`config.mk`:
```
export PLATFORM = sky130hd
export DESIGN_NAME = core_scheduler
export DESIGN_NICKNAME = d
export VERILOG_FILES = /design/src/rtl/gpu_pkg.sv /design/src/rtl/pc_select.sv /design/src/rtl/core_scheduler.sv
export SDC_FILE = /design/constraint.sdc
export NUM_CORES = 1
export LEC_CHECK = 0
export ABC_CLOCK_PERIOD_IN_PS = 1450
export CORE_AREA = 5 5 69 71
export DETAILED_ROUTE_END_ITERATION = 7
export DIE_AREA = 0 0 74 76
export GPL_TIMING_DRIVEN = 0
export MAX_ROUTING_LAYER = met4
export PLACE_DENSITY = 0.79
export SLEW_MARGIN = 20
export SYNTH_ARGS = -nofsm -noshare
export SYNTH_HDL_FRONTEND = slang
export SYNTH_HIERARCHICAL = 1
export SYNTH_SLANG_ARGS = --single-unit
```
`constraint.sdc`:
```
create_clock -name clk -period 1.45 [get_ports clk]
set_input_delay 0.29 -clock clk [delete_from_list [all_inputs] [get_ports clk]]
set_output_delay 0.29 -clock clk [all_outputs]
set_load 0.01 [all_outputs]
```
`src/rtl/gpu_pkg.sv`:
```
// Shared encodings for the core pipeline: scheduler states, fetcher and LSU
// state constants, and the default program-memory address width.
package gpu_pkg;

    typedef enum logic [2:0] {
        CORE_IDLE    = 3'b000,
        CORE_FETCH   = 3'b001,
        CORE_DECODE  = 3'b010,
        CORE_REQUEST = 3'b011,
        CORE_WAIT    = 3'b100,
        CORE_EXECUTE = 3'b101,
        CORE_UPDATE  = 3'b110,
        CORE_DONE    = 3'b111
    } core_state_t;

    localparam logic [2:0] FETCHER_IDLE     = 3'b000;
    localparam logic [2:0] FETCHER_FETCHING = 3'b001;
    localparam logic [2:0] FETCHER_FETCHED  = 3'b010;

    localparam logic [1:0] LSU_IDLE       = 2'b00;
    localparam logic [1:0] LSU_REQUESTING = 2'b01;
    localparam logic [1:0] LSU_WAITING    = 2'b10;
    localparam logic [1:0] LSU_DONE       = 2'b11;

    localparam int PROGRAM_MEM_ADDR_BITS_DEFAULT = 8;

endpackage

```
`src/rtl/pc_select.sv`:
```
// Picks the block PC from the lowest-index enabled thread and flags any
// enabled thread whose next_pc disagrees with it.
module pc_select
    import gpu_pkg::*;
#(
    parameter int THREADS_PER_BLOCK     = 4,
    parameter int PROGRAM_MEM_ADDR_BITS = PROGRAM_MEM_ADDR_BITS_DEFAULT
) (
    input  logic [THREADS_PER_BLOCK-1:0]                       thread_enable,
    input  logic [PROGRAM_MEM_ADDR_BITS*THREADS_PER_BLOCK-1:0] next_pc,
    output logic [PROGRAM_MEM_ADDR_BITS-1:0]                   selected_pc,
    output logic                                               mismatch
);

    logic found;

    always_comb begin
        selected_pc = '0;
        found       = 1'b0;
        for (int i = 0; i < THREADS_PER_BLOCK; i++) begin
            if (thread_enable[i] && !found) begin
                selected_pc = next_pc[i*PROGRAM_MEM_ADDR_BITS +: PROGRAM_MEM_ADDR_BITS];
                found       = 1'b1;
            end
        end
        mismatch = 1'b0;
        for (int i = 0; i < THREADS_PER_BLOCK; i++) begin
            if (thread_enable[i] &&
                next_pc[i*PROGRAM_MEM_ADDR_BITS +: PROGRAM_MEM_ADDR_BITS] != selected_pc) begin
                mismatch = 1'b1;
            end
        end
    end

endmodule

```
`src/rtl/core_scheduler.sv`:
```
// Per-core sequencer: walks FETCH..UPDATE, stalls on fetcher and enabled LSUs,
// owns current_pc, and records divergence and block completion.
module core_scheduler
    import gpu_pkg::*;
#(
    parameter int THREADS_PER_BLOCK     = 4,
    parameter int PROGRAM_MEM_ADDR_BITS = PROGRAM_MEM_ADDR_BITS_DEFAULT
) (
    input  logic                                               clk,
    input  logic                                               reset,
    input  logic                                               start,
    input  logic [THREADS_PER_BLOCK-1:0]                       thread_enable,
    input  logic [2:0]                                         fetcher_state,
    input  logic                                               decoded_mem_read_enable,
    input  logic                                               decoded_mem_write_enable,
    input  logic                                               decoded_ret,
    input  logic [2*THREADS_PER_BLOCK-1:0]                     lsu_state,
    input  logic [PROGRAM_MEM_ADDR_BITS*THREADS_PER_BLOCK-1:0] next_pc,
    output logic [2:0]                                         core_state,
    output logic [PROGRAM_MEM_ADDR_BITS-1:0]                   current_pc,
    output logic                                               done,
    output logic                                               pc_diverged
);

    core_state_t                      state_q, state_d;
    logic [PROGRAM_MEM_ADDR_BITS-1:0] pc_q, pc_d;
    logic                             done_q, done_d;
    logic                             div_q, div_d;
    logic [PROGRAM_MEM_ADDR_BITS-1:0] selected_pc;
    logic                             mismatch;
    logic                             lsu_busy;

    pc_select #(
        .THREADS_PER_BLOCK    (THREADS_PER_BLOCK),
        .PROGRAM_MEM_ADDR_BITS(PROGRAM_MEM_ADDR_BITS)
    ) u_pc_select (
        .thread_enable(thread_enable),
        .next_pc      (next_pc),
        .selected_pc  (selected_pc),
        .mismatch     (mismatch)
    );

    // Only enabled threads can hold the core in WAIT.
    always_comb begin
        lsu_busy = 1'b0;
        for (int i = 0; i < THREADS_PER_BLOCK; i++) begin
            if (thread_enable[i] &&
                (lsu_state[2*i +: 2] == LSU_REQUESTING || lsu_state[2*i +: 2] == LSU_WAITING)) begin
                lsu_busy = 1'b1;
            end
        end
    end

    always_comb begin
        state_d = state_q;
        pc_d    = pc_q;
        done_d  = done_q;
        div_d   = div_q;
        case (state_q)
            CORE_IDLE: begin
                if (start) begin
                    if (thread_enable != '0) begin
                        state_d = CORE_FETCH;
                    end else begin
                        state_d = CORE_DONE;
                        done_d  = 1'b1;
                    end
                end
            end
            CORE_FETCH: begin
                if (fetcher_state == FETCHER_FETCHED) state_d = CORE_DECODE;
            end
            CORE_DECODE:  state_d = CORE_REQUEST;
            CORE_REQUEST: state_d = CORE_WAIT;
            CORE_WAIT: begin
                if (!(decoded_mem_read_enable || decoded_mem_write_enable) || !lsu_busy) begin
                    state_d = CORE_EXECUTE;
                end
            end
            CORE_EXECUTE: state_d = CORE_UPDATE;
            CORE_UPDATE: begin
                if (decoded_ret) begin
                    state_d = CORE_DONE;
                    done_d  = 1'b1;
                end else begin
                    state_d = CORE_FETCH;
                    pc_d    = selected_pc;
                    div_d   = div_q | mismatch;
                end
            end
            CORE_DONE: state_d = CORE_DONE;
            default:   state_d = CORE_IDLE;
        endcase
    end

    always_ff @(posedge clk or negedge reset) begin
        if (!reset) begin
            state_q <= CORE_IDLE;
            pc_q    <= '0;
            done_q  <= 1'b0;
            div_q   <= 1'b0;
        end else begin
            state_q <= state_d;
            pc_q    <= pc_d;
            done_q  <= done_d;
            div_q   <= div_d;
        end
    end

    assign core_state  = state_q;
    assign current_pc  = pc_q;
    assign done        = done_q;
    assign pc_diverged = div_q;

endmodule

```
==> results of run 1 <==
-- where the power goes --
group | internal (uW) | switching, uW
Combinational | 922 | 660
Clock | 194 | 128
Sequential | 524 | 92.6
Total | 1640 | 880
-- cells in the final DEF (no fill, tap or decap), types with 10 or more instances in the layout --
| cell | Yosys | routed |
|---|---|---|
| sky130_fd_sc_hd__dlygate4sd2_1 | 0 | 27 |
| sky130_fd_sc_hd__buf_4 | 3 | 24 |
| sky130_fd_sc_hd__clkdlybuf4s50_1 | 0 | 23 |
| sky130_fd_sc_hd__xnor2_1 | 15 | 15 |
| sky130_fd_sc_hd__nand2_1 | 14 | 13 |
| sky130_fd_sc_hd__dfrtp_1 | 13 | 13 |
| sky130_fd_sc_hd__nand2b_1 | 10 | 10 |
-- cells by family (layout without fill, tap and decap cells) --
| kind of cell | Yosys count | count (layout) | share of synthesized area (%) |
|---|---|---|---|
| compound gates | 54 | 54 | 25.3 |
| mux | 10 | 10 | 8.16 |
| other cells | 0 | 1 | 0 |
| flops | 13 | 13 | 18.8 |
| buf+inv | 17 | 109 | 7.15 |
| simple gates | 78 | 78 | 29.0 |
| xor+xnor | 23 | 23 | 11.6 |
-- metal layers --
layer  global-route usage, %  up-vias  share of wire (%)
li1                        -      918                  -
met1                    28.2      888                 43
met2                    36.5       73                 50
met3                    3.83        9                5.9
met4                    4.71        0               0.98
met5                       -        -                  0
-- cell type report --
type / instances / area share (%)
multi-input combinational: 165 / 49.9
timing repair buffer: 88 / 29.5
sequential: 13 / 11.0
buffer: 13 / 5.28
tap: 52 / 2.20
clock buffer: 4 / 1.52
inverter: 4 / 0.507
antenna: 1 / 0.0844
-- per-stage QoR --
step	setup TNS, ns	utilization (%)	power [uW]
floorplan	-0.415	-	1420
global placement	-7.64	58.9	2050
detailed placement	-7.85	58.9	2070
CTS	-0.412	69.5	2520
global route	-0.594	71.0	2690
finish	-0.520	71.0	2520
-- worst max-delay path by stage --
stage / from / endpoint / slack [ns]
after global routing: next_pc[3] / pc_diverged / -0.56
after detailed placement: thread_enable[3] / pc_diverged / -1.39
after CTS: thread_enable[0] / pc_diverged / -0.41
final: thread_enable[2] / pc_diverged / -0.51
after global placement: thread_enable[3] / pc_diverged / -1.38
after floorplan: thread_enable[2] / pc_diverged / -0.41
-- repair_timing --
item / 4_1_cts / 5_1_grt
gates resized for setup: 102 / 15
gates cloned: 2 / 1
hold buffers: 0 / 0
setup endpoints to repair: 15 / 15
pin swaps: 31 / 12
setup buffers: 20 / 1
-- worst reg2reg max path: cells and delay by family, from the launching register on --
kind,cells,cell delay [ns]
and+or+nand+nor,1,0.29
DFF,1,0.39
buffers and inverters,2,0.30
muxes,1,0.30
-- state kept, by name, summed over array words and instances, names as in the netlist --
name	flops
current_pc	8
core_state	3
done	1
pc_diverged	1
==> summary.md, run 1 <==
| Metric | Value |
|---|---|
| Global-route wire length before repair | 9690 um |
| Core footprint | 0.00417 mm2 |
| Final antenna-violating net count | 0 |
| Startpoint of the worst-slack reg-to-reg timing path | core_state[0] |
| Final cell count without fillers | 340 |
| Final Routed Wirelength | 6050 um |
| Smallest hold slack | 0.419 ns |
| Hold WC Path Type | in2async |
| Cell-by-cell listing of the critical path | buf_12 > buf_8 > nand3b_1 > a311oi_2 > xnor2_1 > nand3_1 > o41ai_2 > nand3_1 > a21o_2 |
| Leak | 0.00120 uW |
| Number of enable-type register cells in the synthesized netlist | 0 |
| Number of buffers added on ports | 64 |
| Number of buffers created by CTS | 3 |
| Max frequency | 0.511 GHz |
| Worst-skew pair later-pin latency | 0.24 ns |
| Share of cells above drive strength 1 | 31.4% |
| Die extent in y | 76 um |
| Die extent in x | 74 um |
| Largest fanout on the critical path | 8 |
| Number of global-route vias before repair | 1982 |
| Category of the critical setup timing path | in2reg |
| Combined flip-flop and latch cell area | 325 um2 |
| Count of routing violations after the opening detailed-route iteration | 123 |
| Top cell type's share of synthesized area | 18.8% |
| Critical path arrival | 2.09 ns |
| Overall die area | 0.00562 mm2 |
| Number of synthesized register bits | 13 |
| Slowest cell on crit path | sky130_fd_sc_hd__a311oi_2 |
| Crit start category | input pin |
| Total track usage | 22.2% |
| Final Worst Setup Slack | -0.508 ns |
| Area used by multi-input combinational logic | 0.00148 mm2 |
| Post-detail-place hpwl | 4110 um |
| Count of maximum capacitance violations | 0 |
| Maximum number of pins on one net before global-route repair | 14 |
| Stages on the worst setup path | 9 |
| Layout overhead on the synthesized area | 71.0% |
| Finished layout cell area | 0.00296 mm2 |
| Synth warnings | 6 |
| Cell occurring most often along the worst timing path | sky130_fd_sc_hd__nand3_1 |
| Antenna violations before repair | 1 |
| Overflow after GRT | 0 |
| Final count of pins violating max slew | 0 |
| Total DRC errors in the routed layout | 0 |
| Nets in the synthesized netlist | 248 |
| Initial cell density of the core | 41.5% |
| Violated checks | negative setup slack |
| Clock edge transition at the registers on the reported setup and hold paths | 0.05 ns |
| H-Tree Level Count | 1 |
| Final weighted congestion in routability-driven placement | 0.909 |
| Reg2Reg Setup Slack | 0.07 ns |
| RSZ-0062 raised after global routing | true |
| Syn_area_per_cell | 8.89 um2 |
| Slew @ Worst Pin | 0.575 ns |
| Post-placement cell area | 0.00246 mm2 |
| Cell Rows | 24 |
| Register area share after synthesis | 18.8% |
| Final Critical Period | 1.96 ns |
| Reg2reg path depth | 4 |
| Most frequently used cell type in the post-synthesis netlist | sky130_fd_sc_hd__xnor2_1 |
| Proportion of register bits with asynchronous set or reset after synthesis | 100% |
| Number of detailed-routing iterations run before antenna repair | 4 |
| Final cycle utilization of the critical path | 135% |
| Cell type with the highest aggregate area in the netlist | sky130_fd_sc_hd__dfrtp_1 |
| CP bufs+invs | 2 |
| Worst IR drop on VDD | 0.756 mV |
| Final hold violation count | 0 |
| Average via count per standard cell | 5.55 |
| Most numerous cell types in the synthesized netlist | sky130_fd_sc_hd__xnor2_1 (15), sky130_fd_sc_hd__nand2_1 (14), sky130_fd_sc_hd__dfrtp_1 (13) |
| TritonCTS clock tree | yes |
| Minimum setup slack after placement | -1.39 ns |
| Crit-path max cell delay | 0.33 ns |
| CP Capture Type | register |
| Count of filler cells inserted in the layout | 323 |
| Worst clock skew on the final layout | 0.00101 ns |
| Power per standard cell area | 850 mW/mm2 |
| Worst slew margin relative to its limit | 61.5% |
| Fin nets | 341 |
| # IOs | 66 |
| Endpoint required time on the critical path | 1.58 ns |
| Run status | finished, violations left |
| Synth unique cells | 52 |
| Dominant synthesized flop cell | sky130_fd_sc_hd__dfrtp_1 |
| Clock sink count | 13 |
| Final setup violation count | 2 |
| Detailed-route via count | 1888 |
| Cell family contributing the most delay on the critical path | compound AO/OA/AOI/OAI gates |
| Master cell of the clock root buffer | sky130_fd_sc_hd__clkbuf_8 |
| Capture instance of the worst register-to-register path | current_pc[7] |
| Post-synthesis cell area | 0.00173 mm2 |
| Number of placed instances with taps included | 311 |
| Syn Inst Count | 195 |
| Avg WL per Cell | 17.8 um |
| Top cells by area in the synthesized netlist | sky130_fd_sc_hd__dfrtp_1 (19%), sky130_fd_sc_hd__xnor2_1 (7.6%), sky130_fd_sc_hd__mux2_4 (6.9%), sky130_fd_sc_hd__xor2_1 (4.0%), sky130_fd_sc_hd__buf_6 (3.9%) |
| Buffer depth of the longest clock path | 2 |
Note: power is estimated with default switching activity, not from simulation.
==> run 2, diff against run 1 <==
--- a/config.mk
+++ b/config.mk
@@ -9,6 +9,7 @@
 export CORE_AREA = 5 5 69 71
 export DETAILED_ROUTE_END_ITERATION = 7
 export DIE_AREA = 0 0 74 76
+export GPL_ROUTABILITY_DRIVEN = 0
 export GPL_TIMING_DRIVEN = 0
 export MAX_ROUTING_LAYER = met4
 export PLACE_DENSITY = 0.79
==> run 2 against run 1 <==
Against the previous run: final cell count down 0.88%; die area unchanged; combinational power is essentially flat; the flow still finishes with violations (negative setup slack); via count increased by 2.9%; highest routed layer unchanged; sequential share of layout area increased by 0.13 points; largest cell class unchanged; clock power hardly changed; routed wire length decreased by 2.0%.
==> summary.md, run 2 (same netlist as run 1, synthesis figures left out) <==
| Metric | Value |
|---|---|
| Number of buffers added on ports | 64 (unchanged) |
| # IOs | 66 (unchanged) |
| Average via count per standard cell | 5.77 (+3.8%) |
| Antenna violations before repair | 0 (-1) |
| H-Tree Level Count | 1 (unchanged) |
| Smallest hold slack | 0.409 ns (-0.00920 ns) |
| Final antenna-violating net count | 0 (unchanged) |
| Share of cells above drive strength 1 | 30.5% (-0.83 points) |
| Number of detailed-routing iterations run before antenna repair | 4 (unchanged) |
| Worst-skew pair later-pin latency | 0.24 ns (about the same) |
| Count of routing violations after the opening detailed-route iteration | 98 (-20%) |
| Power per standard cell area | 856 mW/mm2 (+0.65%) |
| Worst slew margin relative to its limit | 62.5% (+1.0 points) |
| Final Routed Wirelength | 5930 um (-2.0%) |
| Total DRC errors in the routed layout | 0 (unchanged) |
| Max reg flops | 8 (unchanged) |
| Number of global-route vias before repair | 2022 (+2.0%) |
| Critical path arrival | 2.12 ns (+0.03 ns) |
| Category of the critical setup timing path | in2reg |
| Worst clock skew on the final layout | 0.00215 ns (+0.00114 ns) |
| Clock sink count | 13 (unchanged) |
| Initial cell density of the core | 41.5% (unchanged) |
| Master cell of the clock root buffer | sky130_fd_sc_hd__clkbuf_8 |
| Overflow after GRT | 0 (unchanged) |
| Die extent in y | 76 um (unchanged) |
| Commonest non-fill, non-tap cell in the layout | sky130_fd_sc_hd__clkdlybuf4s50_1 |
| Global-route wire length before repair | 9510 um (-1.9%) |
| Count of filler cells inserted in the layout | 314 (-2.8%) |
| Max frequency | 0.504 GHz (-1.4%) |
| Finished layout cell area | 0.00293 mm2 (-1.1%) |
| Final Worst Setup Slack | -0.535 ns (-0.0275 ns) |
| Fin nets | 339 (-0.59%) |
| Largest fanout on the critical path | 8 (unchanged) |
| Hold WC Path Type | in2async |
| Combined flip-flop and latch cell area | 325 um2 (unchanged) |
| Crit start category | input pin |
| Final hold violation count | 0 (unchanged) |
| Core footprint | 0.00417 mm2 (unchanged) |
| Overall die area | 0.00562 mm2 (unchanged) |
| Final Critical Period | 1.99 ns (+0.0275 ns) |
| Cell Rows | 24 (unchanged) |
| Reg2Reg Setup Slack | 0.02 ns (-0.05 ns) |
| Post-placement cell area | 0.00246 mm2 (unchanged) |
| Post-Route Utilization | 70.2% (-0.81 points) |
| Final cell count without fillers | 337 (-0.88%) |
| Leak | 0.00116 uW (-2.8%) |
| Number of diodes | 0 (-1) |
| Violated checks | negative setup slack |
| Count of maximum capacitance violations | 0 (unchanged) |
| Endpoint required time on the critical path | 1.58 ns (about the same) |
| Final count of pins violating max slew | 0 (unchanged) |
| Commonest cells after routing, fill and taps aside | sky130_fd_sc_hd__clkdlybuf4s50_1 (27), sky130_fd_sc_hd__dlygate4sd2_1 (26), sky130_fd_sc_hd__buf_4 (21) |
| Maximum number of pins on one net before global-route repair | 14 (unchanged) |
| Minimum setup slack after placement | -1.38 ns (+0.0174 ns) |
| Number of buffers created by CTS | 3 (unchanged) |
| Final cycle utilization of the critical path | 137% (+1.9 points) |
| Total track usage | 21.8% (-0.44 points) |
| Slew @ Worst Pin | 0.560 ns (-0.0149 ns) |
| Buffer depth of the longest clock path | 2 (unchanged) |
| Clock edge transition at the registers on the reported setup and hold paths | 0.05 ns (about the same) |
| Final setup violation count | 1 (-1) |
| Layout overhead on the synthesized area | 69.1% |
| RSZ-0062 raised after global routing | true |
| TritonCTS clock tree | yes |
| CP Capture Type | register |
| Number of placed instances with taps included | 311 (unchanged) |
| Avg WL per Cell | 17.6 um (-1.1%) |
| Area used by multi-input combinational logic | 0.00146 mm2 (-1.2%) |
| Run status | finished, violations left |
| Worst IR drop on VDD | 1.13 mV (+50%) |
| Hold_buf cts | 0 (unchanged) |
| Die extent in x | 74 um (unchanged) |
| Post-detail-place hpwl | 4030 um (-1.9%) |
| Detailed-route via count | 1943 (+2.9%) |
## run 2: stage by stage
step / setup TNS, ns / total power [uW]
2_1_floorplan: -0.415 / 1420
3_3_place_gp: -7.54 / 2050
3_5_place_dp: -7.77 / 2060
4_1_cts: -0.408 / 2490
5_1_grt: -0.713 / 2650
6_report: -0.535 / 2510
## run 2: what timing repair did
item,in CTS,in global routing
setup buffers,18,2
cloned,1,1
gates resized for setup,95,13
hold endpoints to repair,0,0
pin swaps,26,6
setup endpoints to repair,16,15
## run 2: area by class of cell
| cell class | instances | area share (%) |
|---|---|---|
| multi-input cells | 165 | 49.9 |
| repair buffers | 86 | 29.2 |
| flip-flops and latches | 13 | 11.1 |
| plain buffers | 13 | 5.47 |
| well taps | 52 | 2.22 |
| clock buffers | 4 | 1.54 |
| inverters | 4 | 0.512 |
## run 2: worst max-delay path: stages
cell	delay, ns
sky130_fd_sc_hd__buf_8	0.11
sky130_fd_sc_hd__buf_8	0.13
sky130_fd_sc_hd__nand3b_1	0.22
sky130_fd_sc_hd__a311oi_4	0.36
sky130_fd_sc_hd__xnor2_1	0.17
sky130_fd_sc_hd__nand3_1	0.12
sky130_fd_sc_hd__o41ai_2	0.33
sky130_fd_sc_hd__nand3_1	0.17
sky130_fd_sc_hd__a21o_2	0.22
## run 2: final timing paths
path,startpoint,end,cells past startpoint
worst max-delay path,thread_enable[2],pc_diverged,9
worst min-delay path,reset,core_state[2],1
worst max register to register,core_state[0],current_pc[4],4
worst min register to register,done,done,1
max in group asynchronous,reset,current_pc[3],1
min in group clk,thread_enable[0],core_state[0],4
## run 2: routing by layer
layer / vias up / GRT usage [%] / wire length, um / part of all wire (%)
met4: 0 / 7.25 / 178 / 3.0
met1: 920 / 26.8 / 2410 / 41
met2: 92 / 35.4 / 2910 / 49
met3: 16 / 3.83 / 427 / 7.2
li1: 915 / - / - / -
met5: - / - / 0 / 0
## run 2: power breakdown
part	internal (uW)	switching [uW]	total [uW]	leakage [uW]
combinational	919	649	1570	0.000999
clock	194	128	322	0.0000228
sequential	524	94.0	618	0.000141
total	1640	871	2510	0.00116
==> run 3, diff against run 2 <==
--- a/config.mk
+++ b/config.mk
@@ -6,9 +6,10 @@
 export NUM_CORES = 1
 export LEC_CHECK = 0
 export ABC_CLOCK_PERIOD_IN_PS = 1450
-export CORE_AREA = 5 5 69 71
+export CAP_MARGIN = 20
+export CORE_AREA = 2 2 66 68
 export DETAILED_ROUTE_END_ITERATION = 7
-export DIE_AREA = 0 0 74 76
+export DIE_AREA = 0 0 68 70
 export GPL_ROUTABILITY_DRIVEN = 0
 export GPL_TIMING_DRIVEN = 0
 export MAX_ROUTING_LAYER = met4
==> run 3 against run 2 <==
Against the previous run: the flow still finishes with violations (negative setup slack); global-route usage rose by 4.7 points; clock-buffer cell count unchanged; fmax grew 0.73%; final cell count stayed put; core utilization is 0.66 points higher; combinational power hardly changed; register-to-register slack better by 0.02 ns; sequential share of layout area barely moved; non-clock buffer count is the same; largest power group unchanged; setup slack improved by 0.014 ns; die area fell by 15%; critical path type unchanged.
==> summary.md, run 3 (same netlist as run 1, synthesis figures left out) <==
| Metric | Value |
|---|---|
| Initial cell density of the core | 41.8% (+0.30 points) |
| Maximum number of pins on one net before global-route repair | 14 (unchanged) |
| Minimum setup slack after placement | -1.38 ns (-0.00331 ns) |
| Clock edge transition at the registers on the reported setup and hold paths | 0.06 ns (about the same) |
| Violated checks | negative setup slack |
| RSZ-0062 raised after global routing | true |
| Final hold violation count | 0 (unchanged) |
| Final antenna-violating net count | 0 (unchanged) |
| Number of buffers created by CTS | 3 (unchanged) |
| H-Tree Level Count | 1 (unchanged) |
| Leak | 0.00122 uW (+4.7%) |
| Commonest non-fill, non-tap cell in the layout | sky130_fd_sc_hd__dlygate4sd2_1 |
| Post-Route Utilization | 70.9% (+0.66 points) |
| Number of global-route vias before repair | 1964 (-2.9%) |
| Global-route wire length before repair | 9400 um (-1.2%) |
| Fin nets | 339 (unchanged) |
| Critical Path Start | thread_enable[0] |
| Worst-skew pair later-pin latency | 0.24 ns (about the same) |
| Final sum of negative setup slack | -0.521 ns (+0.0144 ns) |
| Final Routed Wirelength | 5900 um (-0.39%) |
| Capture instance of the worst register-to-register path | current_pc[6] |
| Worst clock skew on the final layout | 0.000592 ns (-0.00156 ns) |
| Overflow after GRT | 0 (unchanged) |
| Buffer depth of the longest clock path | 2 (unchanged) |
| Worst IR drop on VDD | 0.688 mV (-39%) |
| Endpoint required time on the critical path | 1.59 ns (about the same) |
| Number of detailed-routing iterations run before antenna repair | 4 (unchanged) |
| Category of the critical setup timing path | in2reg |
| Reg2Reg Setup Slack | 0.04 ns (+0.02 ns) |
| Smallest hold slack | 0.417 ns (+0.00757 ns) |
| Number of diodes | 0 (unchanged) |
| TritonCTS clock tree | yes |
| Die extent in y | 70 um (-7.9%) |
| Commonest cells after routing, fill and taps aside | sky130_fd_sc_hd__dlygate4sd2_1 (26), sky130_fd_sc_hd__buf_4 (23), sky130_fd_sc_hd__clkdlybuf4s50_1 (22) |
| Final count of pins violating max slew | 0 (unchanged) |
| Crit start category | input pin |
| Layout overhead on the synthesized area | 69.5% |
| Core footprint | 0.00414 mm2 (-0.72%) |
| Post-detail-place hpwl | 3810 um (-5.5%) |
| Avg WL per Cell | 17.5 um (-0.39%) |
| Total DRC errors in the routed layout | 0 (unchanged) |
| Cell Rows | 24 (unchanged) |
| Detailed-route via count | 1983 (+2.1%) |
| Average via count per standard cell | 5.88 (+2.1%) |
| Final Worst Setup Slack | -0.521 ns (+0.0144 ns) |
| Number of buffers added on ports | 64 (unchanged) |
| Total track usage | 26.5% (+4.7 points) |
| CP Capture Type | register |
| Power per standard cell area | 850 mW/mm2 (-0.67%) |
| Reg2reg path depth | 4 (unchanged) |
| Count of routing violations after the opening detailed-route iteration | 127 (+30%) |
| Final Critical Period | 1.97 ns (-0.0144 ns) |
| Count of maximum capacitance violations | 0 (unchanged) |
| Startpoint of the worst-slack reg-to-reg timing path | core_state[0] |
| Worst slew margin relative to its limit | 61.0% (-1.6 points) |
| Slew @ Worst Pin | 0.584 ns (+0.0233 ns) |
| Critical path destination | pc_diverged |
| Critical path arrival | 2.11 ns (about the same) |
| Run status | finished, violations left |
| Die extent in x | 68 um (-8.1%) |
| Final setup violation count | 1 (unchanged) |
| Master cell of the clock root buffer | sky130_fd_sc_hd__clkbuf_8 |
| Overall die area | 0.00476 mm2 (-15%) |
| Hold WC Path Type | in2async |
| Max frequency | 0.507 GHz (+0.73%) |
| Clock sink count | 13 (unchanged) |
| Final cycle utilization of the critical path | 136% (-0.99 points) |
| Share of cells above drive strength 1 | 30.9% (+0.35 points) |
| Antenna violations before repair | 0 (unchanged) |
| # IOs | 66 (unchanged) |
| Largest fanout on the critical path | 10 (+2) |
| Max reg flops | 8 (unchanged) |
## run 3: cell count changes in the layout (fill, tap and decap cells not counted), moves of 2 or more
| cell | delta |
|---|---|
| sky130_fd_sc_hd__buf_4 | +2 |
| sky130_fd_sc_hd__buf_6 | -2 |
| sky130_fd_sc_hd__clkdlybuf4s50_1 | -5 |
| sky130_fd_sc_hd__dlymetal6s2s_1 | +6 |
## run 3: area by class of cell
cell class / instances / area, um2
clock buffer: 4 / 45.0
fill: 307 / 1210
timing repair buffer: 86 / 872
inverter: 4 / 15.0
buffer: 13 / 146
sequential: 13 / 325
multi-input combinational: 165 / 1470
tap: 52 / 65.1
## run 3: worst min path at each step
stage | startpoint | to | depth (start not counted)
2_1_floorplan | reset | core_state[0] | 0
3_3_place_gp | pc_diverged | pc_diverged | 1
3_5_place_dp | pc_diverged | pc_diverged | 1
4_1_cts | thread_enable[2] | core_state[2] | 4
5_1_grt | thread_enable[2] | core_state[2] | 4
6_report | reset | current_pc[4] | 1
## run 3: stage by stage
| stage | power (uW) | std cells | cell area, um2 |
|---|---|---|---|
| detailed placement | 2060 | 311 | 2460 |
| CTS | 2510 | 337 | 2880 |
| global placement | 2040 | 311 | 2460 |
| floorplan | 1420 | 195 | 1750 |
| global route | 2640 | 337 | 2940 |
| finish | 2500 | 337 | 2940 |
## run 3: routing by layer
layer	vias to the layer above	GRT usage (%)	routed length [um]
met5	-	-	0
met4	0	7.11	97
met3	14	3.86	473
met2	123	42.7	3000
met1	931	34.2	2330
li1	915	-	-
## run 3: what timing repair did
item | in CTS | in global routing
gates cloned | 1 | 0
hold buffers | 0 | 0
setup buffers | 21 | 0
resized for setup | 91 | 17
pin swaps | 26 | 5
setup endpoints to repair | 13 | 14
## run 3: critical path, cell delays in order
cell and delay, ns:
sky130_fd_sc_hd__buf_12 0.10, sky130_fd_sc_hd__buf_8 0.12, sky130_fd_sc_hd__buf_8 0.15, sky130_fd_sc_hd__nor3b_4 0.30
sky130_fd_sc_hd__nand2_1 0.10, sky130_fd_sc_hd__o211ai_1 0.11, sky130_fd_sc_hd__nand4_1 0.15, sky130_fd_sc_hd__o41ai_2 0.41
sky130_fd_sc_hd__nand3_1 0.16, sky130_fd_sc_hd__a21o_2 0.21
## run 3: where the power goes
part	internal, uW	switching (uW)	leakage (uW)
Clock	194	134	0.0000228
Combinational	906	642	0.00105
Sequential	524	96.6	0.000141
Total	1620	872	0.00122
